**src/rtl/ccff_prog_ctrl.sv**
```systemverilog
`default_nettype none
// +----------------------------------------------------------------------+
// | ccff_prog_ctrl : streams bitstream words, LSB first, into a serial    |
// | configuration chain. Optional readback compare: CCFF_READBACK_CHECK_EN|
// | Rev 1.0                                                               |
// +----------------------------------------------------------------------+
module ccff_prog_ctrl #(
  parameter int CHAIN_LEN = 8,
  parameter int WORD_W    = 8
) (
  input  logic              prog_clk,
  input  logic              pReset,
  input  logic              start,
  input  logic              verify,
  input  logic              bs_valid,
  input  logic [WORD_W-1:0] bs_data,
  output logic              bs_ready,
  output logic              ccff_head,
  input  logic              ccff_tail,
  output logic              chain_en,
  output logic              busy,
  output logic              done,
  output logic              err
);

  localparam int CNT_W = $clog2(CHAIN_LEN + 1);
  localparam int POS_W = $clog2(WORD_W + 1);
  localparam logic [CNT_W-1:0] C_CNT_LAST = CNT_W'(CHAIN_LEN);
  localparam logic [POS_W-1:0] C_POS_LAST = POS_W'(WORD_W);

  typedef enum logic [1:0] {
    S_IDLE   = 2'd0,
    S_FETCH  = 2'd1,
    S_SHIFT  = 2'd2,
    S_FINISH = 2'd3
  } state_t;

  state_t            state_q, state_d;
  logic [CNT_W-1:0]  cnt_q, cnt_d, cnt_inc;
  logic [POS_W-1:0]  pos_q, pos_d, pos_inc;
  logic [WORD_W-1:0] sreg_q, sreg_d;
  logic              head_q, head_d;
  logic              chain_en_q, chain_en_d;
  logic              done_q;
  logic              armed_q;
  logic              start_ok;

  // armed_q keeps the first cycle after reset release free of any action
  assign start_ok = start & armed_q;
  assign cnt_inc  = cnt_q + CNT_W'(1);
  assign pos_inc  = pos_q + POS_W'(1);

  always_comb begin
    state_d    = state_q;
    cnt_d      = cnt_q;
    pos_d      = pos_q;
    sreg_d     = sreg_q;
    head_d     = head_q;
    chain_en_d = 1'b0;
    unique case (state_q)
      S_IDLE: begin
        if (start_ok) begin
          cnt_d   = '0;
          state_d = S_FETCH;
        end
      end
      S_FETCH: begin
        if (bs_valid) begin
          head_d     = bs_data[0];
          sreg_d     = bs_data >> 1;
          pos_d      = '0;
          chain_en_d = 1'b1;
          state_d    = S_SHIFT;
        end
      end
      S_SHIFT: begin
        cnt_d = cnt_inc;
        pos_d = pos_inc;
        if (cnt_inc == C_CNT_LAST) begin
          state_d = S_FINISH;
        end else if (pos_inc == C_POS_LAST) begin
          state_d = S_FETCH;
        end else begin
          head_d     = sreg_q[0];
          sreg_d     = sreg_q >> 1;
          chain_en_d = 1'b1;
        end
      end
      S_FINISH: begin
        state_d = S_IDLE;
      end
      default: begin
        state_d = S_IDLE;
      end
    endcase
  end

  always_ff @(posedge prog_clk or posedge pReset) begin
    if (pReset) begin
      state_q    <= S_IDLE;
      cnt_q      <= '0;
      pos_q      <= '0;
      sreg_q     <= '0;
      head_q     <= 1'b0;
      chain_en_q <= 1'b0;
      done_q     <= 1'b0;
      armed_q    <= 1'b0;
    end else begin
      state_q    <= state_d;
      cnt_q      <= cnt_d;
      pos_q      <= pos_d;
      sreg_q     <= sreg_d;
      head_q     <= head_d;
      chain_en_q <= chain_en_d;
      done_q     <= (state_q == S_FINISH);
      armed_q    <= 1'b1;
    end
  end

  assign bs_ready  = (state_q == S_FETCH);
  assign busy      = (state_q != S_IDLE);
  assign ccff_head = head_q;
  assign chain_en  = chain_en_q;
  assign done      = done_q;

`ifdef CCFF_READBACK_CHECK_EN
  logic mode_q;
  logic err_q;

  // In a verify pass the tail returns the bit now being re-driven on the head
  always_ff @(posedge prog_clk or posedge pReset) begin
    if (pReset) begin
      mode_q <= 1'b0;
      err_q  <= 1'b0;
    end else if ((state_q == S_IDLE) && start_ok) begin
      mode_q <= verify;
      if (verify) begin
        err_q <= 1'b0;
      end
    end else if ((state_q == S_SHIFT) && mode_q && (ccff_tail != head_q)) begin
      err_q <= 1'b1;
    end
  end

  assign err = err_q;
`else
  logic unused_inputs;
  assign unused_inputs = verify ^ ccff_tail;
  assign err = 1'b0;
`endif

endmodule
`default_nettype wire

```
**config.mk**
```make
export PLATFORM = sky130hd
export DESIGN_NAME = ccff_prog_ctrl
export DESIGN_NICKNAME = d
export VERILOG_FILES = /design/src/rtl/ccff_prog_ctrl.sv
export SDC_FILE = /design/constraint.sdc
export NUM_CORES = 1
export LEC_CHECK = 0
export ABC_AREA = 0
export BUFFER_PORTS_ARGS = -buffer_cell sky130_fd_sc_hd__buf_2
export CORE_ASPECT_RATIO = 0.7
export CORE_MARGIN = 3
export CORE_UTILIZATION = 40
export CTS_CLUSTER_DIAMETER = 60
export DETAILED_ROUTE_END_ITERATION = 16
export GPL_ROUTABILITY_DRIVEN = 0
export PLACE_DENSITY = 0.67
export SLEW_MARGIN = 20
export SYNTH_ARGS = -nofsm -noshare
export SYNTH_HDL_FRONTEND = slang
export SYNTH_SLANG_ARGS = --single-unit
```
**constraint.sdc**
```tcl
create_clock -name prog_clk -period 2.3 [get_ports prog_clk]
set_input_delay 0.46 -clock prog_clk [delete_from_list [all_inputs] [get_ports prog_clk]]
set_output_delay 0.46 -clock prog_clk [all_outputs]
set_load 0.01 [all_outputs]
```
### Word level (Yosys, flattened, before mapping)

Cells that the tools add are included.

| operators by class | value |
|---|---|
| add/subtract/negate cells | 2 |
| multipliers | 0 |
| divide/modulo/power cells | 0 |
| $lt $le $gt $ge | 0 |
| eq/ne operators | 10 |
| shifts and indexed selects | 0 |
| mux-type cells | 21 |
| bitwise gates (word level) | 1 |
| reduce and logical (&&, ||, !) cells | 8 |

Operator list:

| cell | number |
|---|---|
| two-way mux 8 bit | 3 |
| one-hot mux 4 bit (2 select lines) | 2 |
| one-hot mux 8 bit (2 select lines) | 1 |
| adder 4 x 1 -> 4 bit (second input constant) | 2 |
| == test 4 bit (second input constant) | 2 |
| two-way mux 2 bit | 4 |
| two-way mux 4 bit | 2 |
| != test 2 bit (second input constant) | 4 |
| one-hot mux 2 bit (4 select lines) | 1 |
| two-way mux 1 bit | 6 |
| nonzero test 2 bit | 3 |
| == test 2 bit (second input constant) | 2 |
| one-hot mux 1 bit (2 select lines) | 2 |
| AND reduction 2 bit | 2 |
| AND reduction 4 bit | 1 |
| != test 3 bit (second input constant) | 1 |
| AND reduction 3 bit | 1 |
| == test 2 x 1 -> 1 bit (second input constant) | 1 |
| logical NOT 2 bit | 1 |
| bitwise AND 1 bit | 1 |

| word-level totals | value |
|---|---|
| register bits after elaboration | 22 |
| bits in latches | 0 |
| bits in writable memories | 0 |
| ROM bits | 0 |
| input port bits | 14 |
| output and inout port bits | 6 |
| logic and storage cells | 50 |
| memories kept | 0 |

### Depth between registers and ports, before layout

Gate-level depths: netlist of the first run.

| logic depth | value |
|---|---|
| depth in word-level cells | 5 |
| gate-level depth with buffers | 7 |
| depth with buffers taken out | 6 |

### Worst setup path before layout of the first run

No wires, ideal clock.

| timing path | value |
|---|---|
| kind | register to register |
| from | register state_q[0] |
| to | register head_q (netlist: ccff_head) |
| library setup time | 125 ps |
| arrival time | 1523 ps |
| data required time | 2175 ps |
| path slack | 652 ps |
| stages on the path, launching flop included | 6 |
| path buffers | 1 |
| period minus slack after synthesis | 1648 ps |
| cell sequence | dfrtp_1 > inv_1 > ha_1 > buf_2 > mux2_2 > mux2_2 |

| on the way | value |
|---|---|
| longest elaborated chain between the ends | 3 |
| elaborated cells on any way between the ends | 8 |
| those cells by class | eq/ne: 5; mux: 1; reduce/logical: 2 |

Ends and longest elaborated chain:

| element | line | text |
|---|---|---|
| from (decl) | 38 | `state_t state_q, state_d;` |
| from (signal assigned) | 109 | `state_q <= state_d;` |
| == test 2 bit / == test 2 x 1 -> 1 bit (equally long branches) | 60 | `unique case (state_q)` |
| != test 2 bit (no line) / nonzero test 2 bit (equally long branches) | -- |  |
| AND reduction 4 bit (no line) | -- |  |
| to (signal assigned) | 104 | `head_q <= 1'b0;` |
| to (signal assigned) | 113 | `head_q <= head_d;` |
| to (decl) | 42 | `logic head_q, head_d;` |

Parallel ways exist; a longest one is shown, timed or not.
A chain may end at the register's enable or synchronous reset.

### Worst setup path in the final report of the first run

| timing path | value |
|---|---|
| from | register state_q[0] |
| to | register sreg_q[5] |

| on the way | value |
|---|---|
| longest elaborated chain between the ends | 3 |
| elaborated cells on any way between the ends | 8 |
| those cells by class | eq/ne: 5; mux: 1; reduce/logical: 2 |

Ends and longest elaborated chain:

| element | line | text |
|---|---|---|
| == test 2 bit / == test 2 x 1 -> 1 bit (equally long branches) | 60 |  |
| != test 2 bit (no line) / nonzero test 2 bit (equally long branches) | -- |  |
| AND reduction 4 bit (no line) | -- |  |
| to (signal assigned) | 112 | `sreg_q <= sreg_d;` |
| to (decl) | 41 | `logic [WORD_W-1:0] sreg_q, sreg_d;` |

Parallel ways exist; a longest one is shown, timed or not.

==> results_dict.tcl, run 1 <==
set metrics [dict create \
    vias 857 \
    critPathLaunchType "register" \
    numPortBuffers 16 \
    grt_pass1_wl_microns 3946 \
    min_period_ns 2.024 \
    clock_skew_ns 0.007284 \
    multi_input_area_sq_um 633.1 \
    setup.worst_path.class "reg -> reg" \
    cts_sinks 21 \
    synth_top_family_by_area "compound AO/OA/AOI/OAI gates" \
    chipHeight_microns 51.87 \
    cts.clk_slew.worst_paths_ns 0.08 \
    synth_top_cell_area_share_pct 43.70 \
    core_area_sq_um 2646 \
    drc 0 \
    post-route-period-util_pct 88.01 \
    p_leak_nw 0.6420 \
    maxSlewViolCount 0 \
    cts_inserted_buffers 3 \
    worstMarginPinSlew_ns 0.8501 \
    htree_num_levels 1 \
    die-area_sq_um 3710 \
    ctsHoldBuffers 0 \
    fill_cells 222 \
    start_util_pct 45.44 \
    antenna_cells 0 \
    seq_area_sq_um 525.5 \
    synth-edff-count 0 \
    whs_ns 0.3562 \
    hpwl_microns 1761 \
    synth_cell_types 35 \
    syn_area_sq_um 1202 \
    grt.total_usage_pct 13.83 \
    critPathRequiredTime_ns 2.44 \
    critPathMaxFanout 12 \
    outcome "finished, final reports clean" \
    critPathArrivalTime_ns 2.17 \
    pre_cts_slack_ns 0.2768 \
    ant_nets 0 \
    hold_violations 0 \
    synth_cells 107 \
    routedWlPerCell_microns 14.53 \
    first_global_vias 813 \
    max_freq_mhz 494.0 \
    synth_area_leaders "dfrtp_1 44%, mux2_2 13%, ha_1 7.3%" \
    io_pins 20 \
    synthAdderAreaFrac_pct 7.284 \
    synth_compound_gate_area_share_pct 21.64 \
    syn-mean-instance-area_sq_um 11.24 \
    syn-num-nets 128 \
    power_density_nw_per_um2 1149 \
    cp_cell_sequence "inv_1 -> ha_1 -> buf_4 -> or2_2 -> o2111ai_4 -> mux2_2" \
    maxCapViolCount 0 \
    cp_slowest_stage_delay_ns 0.39 \
    via_per_inst 5.390 \
    post_cts_resize_count 0 \
    muxShareOfSynthArea_pct 13.11 \
    seq_area_frac_synth_pct 43.70 \
    slew_headroom_pct 43.26 \
    drive_gt1_share_pct 35.20 \
    hold_class "in -> async" \
    fin_nets 147 \
    setup_tns_ns 0 \
    ys.flop_type "dfrtp_1" \
    setup_viol 0 \
    endpoint_kind "register" \
    clk_latency_ns 0.26 \
    core.rowCount 15 \
    area_delta_synth_final_pct 13.42 \
    worst_path_max_delay_cell "dfrtp_1" \
    yosysWarnings 0 \
    overflow 0 \
    drt-total-wl_microns 2311 \
    worst_slack_ns 0.2757 \
    antenna_found_initial 0 \
    rsz0062_at_grt "false" \
    drt_pass1_iterations 4 \
    async_flop_share_pct 100.0 \
    root_buffer "clkbuf_8" \
    dieWidth_microns 71.53 \
    drt_iter0_markers 64 \
    synth_xor_area_share_pct 0 \
    grt_max_degree 22 \
    post_cts_buffers 0 \
    peakVddDrop_mv 0.5868 \
    finalPower_w 0.001568 \
    yosys.area.top_type "dfrtp_1" \
    clockBufferDepth 2 \
    cts_tree "built" \
    synthSimpleGateAreaFrac_pct 9.990 \
    synth-seq-cells 21 \
]
## final cells by class
class / instances / area share [%]
flip-flops and latches: 21 / 38.53
clock buffers: 4 / 3.303
multi-input cells: 76 / 46.42
repair buffers: 18 / 6.972
inverters: 6 / 1.651
well taps: 34 / 3.119
## worst max-delay path: cells and delay by family, from the launching register on
kind	cells	cell delay [ns]
flops	1	0.39
mux	1	0.39
buf+inv	2	0.33
simple gates	1	0.33
fa+ha+maj	1	0.32
compound gates	1	0.15
## final timing paths
check | from | end | slack (ns) | cells past startpoint
worst min-delay path | pReset | cnt_q[0]$_DFFE_PP0P_ | 0.36 | 2
min in group prog_clk | bs_valid | sreg_q[6]$_DFFE_PP0P_ | 0.47 | 3
worst max register to register | state_q[0]$_DFFE_PP0P_ | sreg_q[5]$_DFFE_PP0P_ | 0.28 | 6
worst min register to register | sreg_q[6]$_DFFE_PP0P_ | sreg_q[6]$_DFFE_PP0P_ | 0.51 | 1
max in group asynchronous | pReset | sreg_q[2]$_DFFE_PP0P_ | 1.41 | 2
worst max-delay path | state_q[0]$_DFFE_PP0P_ | sreg_q[5]$_DFFE_PP0P_ | 0.28 | 6
## routing by layer
metal  global-route usage (%)  up-vias  part of all wire [%]
met3                    4.826        2                   7.4
met1                    19.66      403                    47
li1                         -      424                     -
met4                    1.875        0                  0.26
met2                    20.73       28                    45
met5                        0        -                     0
## synthesized netlist by cell type, types with 3 or more instances
cell type,n
nand2_1,10
a21oi_1,3
dfrtp_1,21
o211ai_1,3
o21ai_0,5
inv_1,6
nand3_1,3
ha_1,7
mux2_2,14
## power by group
group          switching [W]  internal (W)  total [W]
Combinational       0.000379      0.000358   0.000737
Sequential         0.0000933      0.000497   0.000591
Clock               0.000116      0.000123   0.000240
Total               0.000589      0.000979    0.00157
## through the flow
step,instances,utilization [%],cell area [sq um]
2_1_floorplan,107,-,1202
3_3_place_gp,155,49.83,1319
3_5_place_dp,155,49.83,1319
4_1_cts,159,51.54,1364
5_1_grt,159,51.54,1364
6_report,159,51.54,1364
## state kept, by name (all words and copies together), names as in the netlist
signal     count
done           1
armed_q        1
pos_q          4
chain_en       1
cnt_q          4
sreg_q         7
state_q        2
ccff_head      1
## cell families after synthesis
group                      after synthesis
other                                    2
AOI/OAI and AO/OA                       30
muxes                                   14
DFF                                     21
adders and majority gates                7
and+or+nand+nor                         23
buffers and inverters                   10
## cells in the final DEF (no fill, tap or decap)
master,instances
a211oi_1,1
a21bo_2,1
a21boi_0,2
a21boi_2,2
a21oi_1,3
a22o_1,1
a311o_1,1
a31oi_1,1
a32o_1,2
and3_1,1
and3b_2,2
buf_2,16
buf_4,2
clkbuf_1,1
clkbuf_8,3
conb_1,2
dfrtp_1,21
ha_1,7
inv_1,6
mux2_2,14
nand2_1,10
nand2b_1,1
nand3_1,3
nand4_1,1
nor2b_1,2
nor3_1,2
o2111ai_2,1
o2111ai_4,1
o211a_1,1
o211ai_1,3
o211ai_2,1
o21ai_0,5
o2bb2ai_1,1
o31ai_1,2
o32a_1,1
or2_2,1
Power figures use the tool's default switching activity.
==> run 2: changes to the inputs <==
- BUFFER_PORTS_ARGS: -buffer_cell sky130_fd_sc_hd__buf_2 -> -buffer_cell sky130_fd_sc_hd__clkbuf_2
==> results_dict.tcl, run 2 (synthesized netlist as in run 1, its figures left out) <==
set metrics [dict create \
    highest_layer "met4" \
    worst_slack_ns 0.2610 \
    setup.worst_path.class "reg -> reg" \
    dieWidth_microns 71.53 \
    pre_cts_slack_ns 0.2738 \
    top_register "sreg_q" \
    r2r-start "state_q[0]$_DFFE_PP0P_" \
    layout_common_cells "21 x dfrtp_1, 16 x clkbuf_2, 14 x mux2_2" \
    vias 841 \
    clock_skew_ns 0.001131 \
    rr_endpoint "sreg_q[2]$_DFFE_PP0P_" \
    cts.clk_slew.worst_paths_ns 0.07 \
    maxCapViolCount 0 \
    largest_reg_flops 7 \
    critPathArrivalTime_ns 2.18 \
    cts_tree "built" \
    cp_cell_sequence "inv_1 -> ha_1 -> buf_4 -> or2_2 -> o2111ai_4 -> mux2_2" \
    outcome "finished, final reports clean" \
    overflow 0 \
    ant_nets 0 \
    drt_iter0_markers 62 \
    fill_cells 235 \
    hold_class "in -> async" \
    worstMarginPinSlew_ns 0.7915 \
    drive_gt1_share_pct 35.20 \
    grt.total_usage_pct 14.13 \
    cts_sinks 21 \
    clockBufferDepth 2 \
    chipHeight_microns 51.87 \
    setup_tns_ns 0 \
    critPathMaxFanout 12 \
    power_density_nw_per_um2 1150 \
    peakVddDrop_mv 0.5151 \
    wl_met2_microns 1045 \
    io_pins 20 \
    drt-total-wl_microns 2284 \
    post_cts_buffers 0 \
    post-route-period-util_pct 88.65 \
    numPortBuffers 16 \
    core.rowCount 15 \
    p_leak_nw 0.6439 \
    maxSlewViolCount 0 \
    post_cts_resize_count 0 \
    rsz0062_at_grt "false" \
    endpoint_kind "register" \
    hold_violations 0 \
    grt_max_degree 22 \
    root_buffer "clkbuf_8" \
    cts_inserted_buffers 3 \
    final_common_cell "dfrtp_1" \
    reg2reg_slack_ns 0.26 \
    core_area_sq_um 2646 \
    critPathRequiredTime_ns 2.44 \
    start_util_pct 45.44 \
    antenna_cells 0 \
    wl_met1_microns 1145 \
    via_per_inst 5.289 \
    critPathLaunchType "register" \
    worst_path_max_delay_cell "dfrtp_1" \
    path_buf_inv 2 \
    hpwl_microns 1724 \
    routedWlPerCell_microns 14.36 \
    grt_pass1_wl_microns 4064 \
    first_global_vias 835 \
    setup_viol 0 \
    antenna_found_initial 0 \
    max_freq_mhz 490.4 \
    clk_latency_ns 0.25 \
    area_delta_synth_final_pct 13.42 \
    reg_top3 "sreg_q (7), cnt_q (4), pos_q (4)" \
    min_period_ns 2.039 \
    reg2regPathDepth 6 \
    ctsHoldBuffers 0 \
    drt_pass1_iterations 5 \
    fin_nets 147 \
    route.met3.wl_microns 81 \
    die-area_sq_um 3710 \
    htree_num_levels 1 \
    drc 0 \
    slew_headroom_pct 47.17 \
    crit_family "flip-flops" \
    cp_slowest_stage_delay_ns 0.40 \
]
[run 2: cell count changes in the layout (fill, tap and decap cells not counted), sizes merged]
cell	before	now
buf	18	2
clkbuf	4	20
[run 2: metrics by stage]
step                      hold slack (ns)  std cells  cell area [sq um]  power [W]  util (%)
after detailed placement           0.4847        155               1319   0.001339     49.83
after CTS                          0.3621        159               1364   0.001584     51.54
after global placement             0.4818        155               1319   0.001298     49.83
after floorplan                    0.4365        107               1202   0.001141         -
final                              0.3245        159               1364   0.001568     51.54
after global routing               0.3923        159               1364   0.001710     51.54
[run 2: layout make-up]
cell class / instances / area [sq um] / share of cell area (%)
Inverter: 6 / 22.52 / 1.651
Sequential cell: 21 / 525.5 / 38.53
Multi-Input combinational cell: 76 / 633.1 / 46.42
Tap cell: 34 / 42.54 / 3.119
Clock buffer: 4 / 45.04 / 3.303
Timing Repair Buffer: 18 / 95.09 / 6.972
[run 2: power breakdown]
part / total [W] / leakage, nW / internal (W) / switching, W
combinational: 0.000739 / 0.354 / 0.000358 / 0.000382
sequential: 0.000592 / 0.267 / 0.000497 / 0.0000947
clock: 0.000237 / 0.0228 / 0.000123 / 0.000114
total: 0.00157 / 0.644 / 0.000978 / 0.000590
[run 2: worst max-delay path by stage]
stage,to,slack [ns],cells past startpoint,startpoint
4_1_cts,sreg_q[2]$_DFFE_PP0P_,0.26,6,state_q[0]$_DFFE_PP0P_
6_report,sreg_q[2]$_DFFE_PP0P_,0.26,6,state_q[0]$_DFFE_PP0P_
2_1_floorplan,ccff_head$_DFFE_PP0P_,0.65,5,state_q[0]$_DFFE_PP0P_
3_3_place_gp,sreg_q[5]$_DFFE_PP0P_,0.33,6,state_q[0]$_DFFE_PP0P_
3_5_place_dp,ccff_head$_DFFE_PP0P_,0.27,6,state_q[0]$_DFFE_PP0P_
5_1_grt,sreg_q[5]$_DFFE_PP0P_,0.16,6,state_q[0]$_DFFE_PP0P_
[run 2: layer usage]
layer	GRT usage [%]	vias to the layer above
met5	0	-
li1	-	423
met2	21.80	11
met3	5.212	2
met4	1.250	0
met1	19.64	405
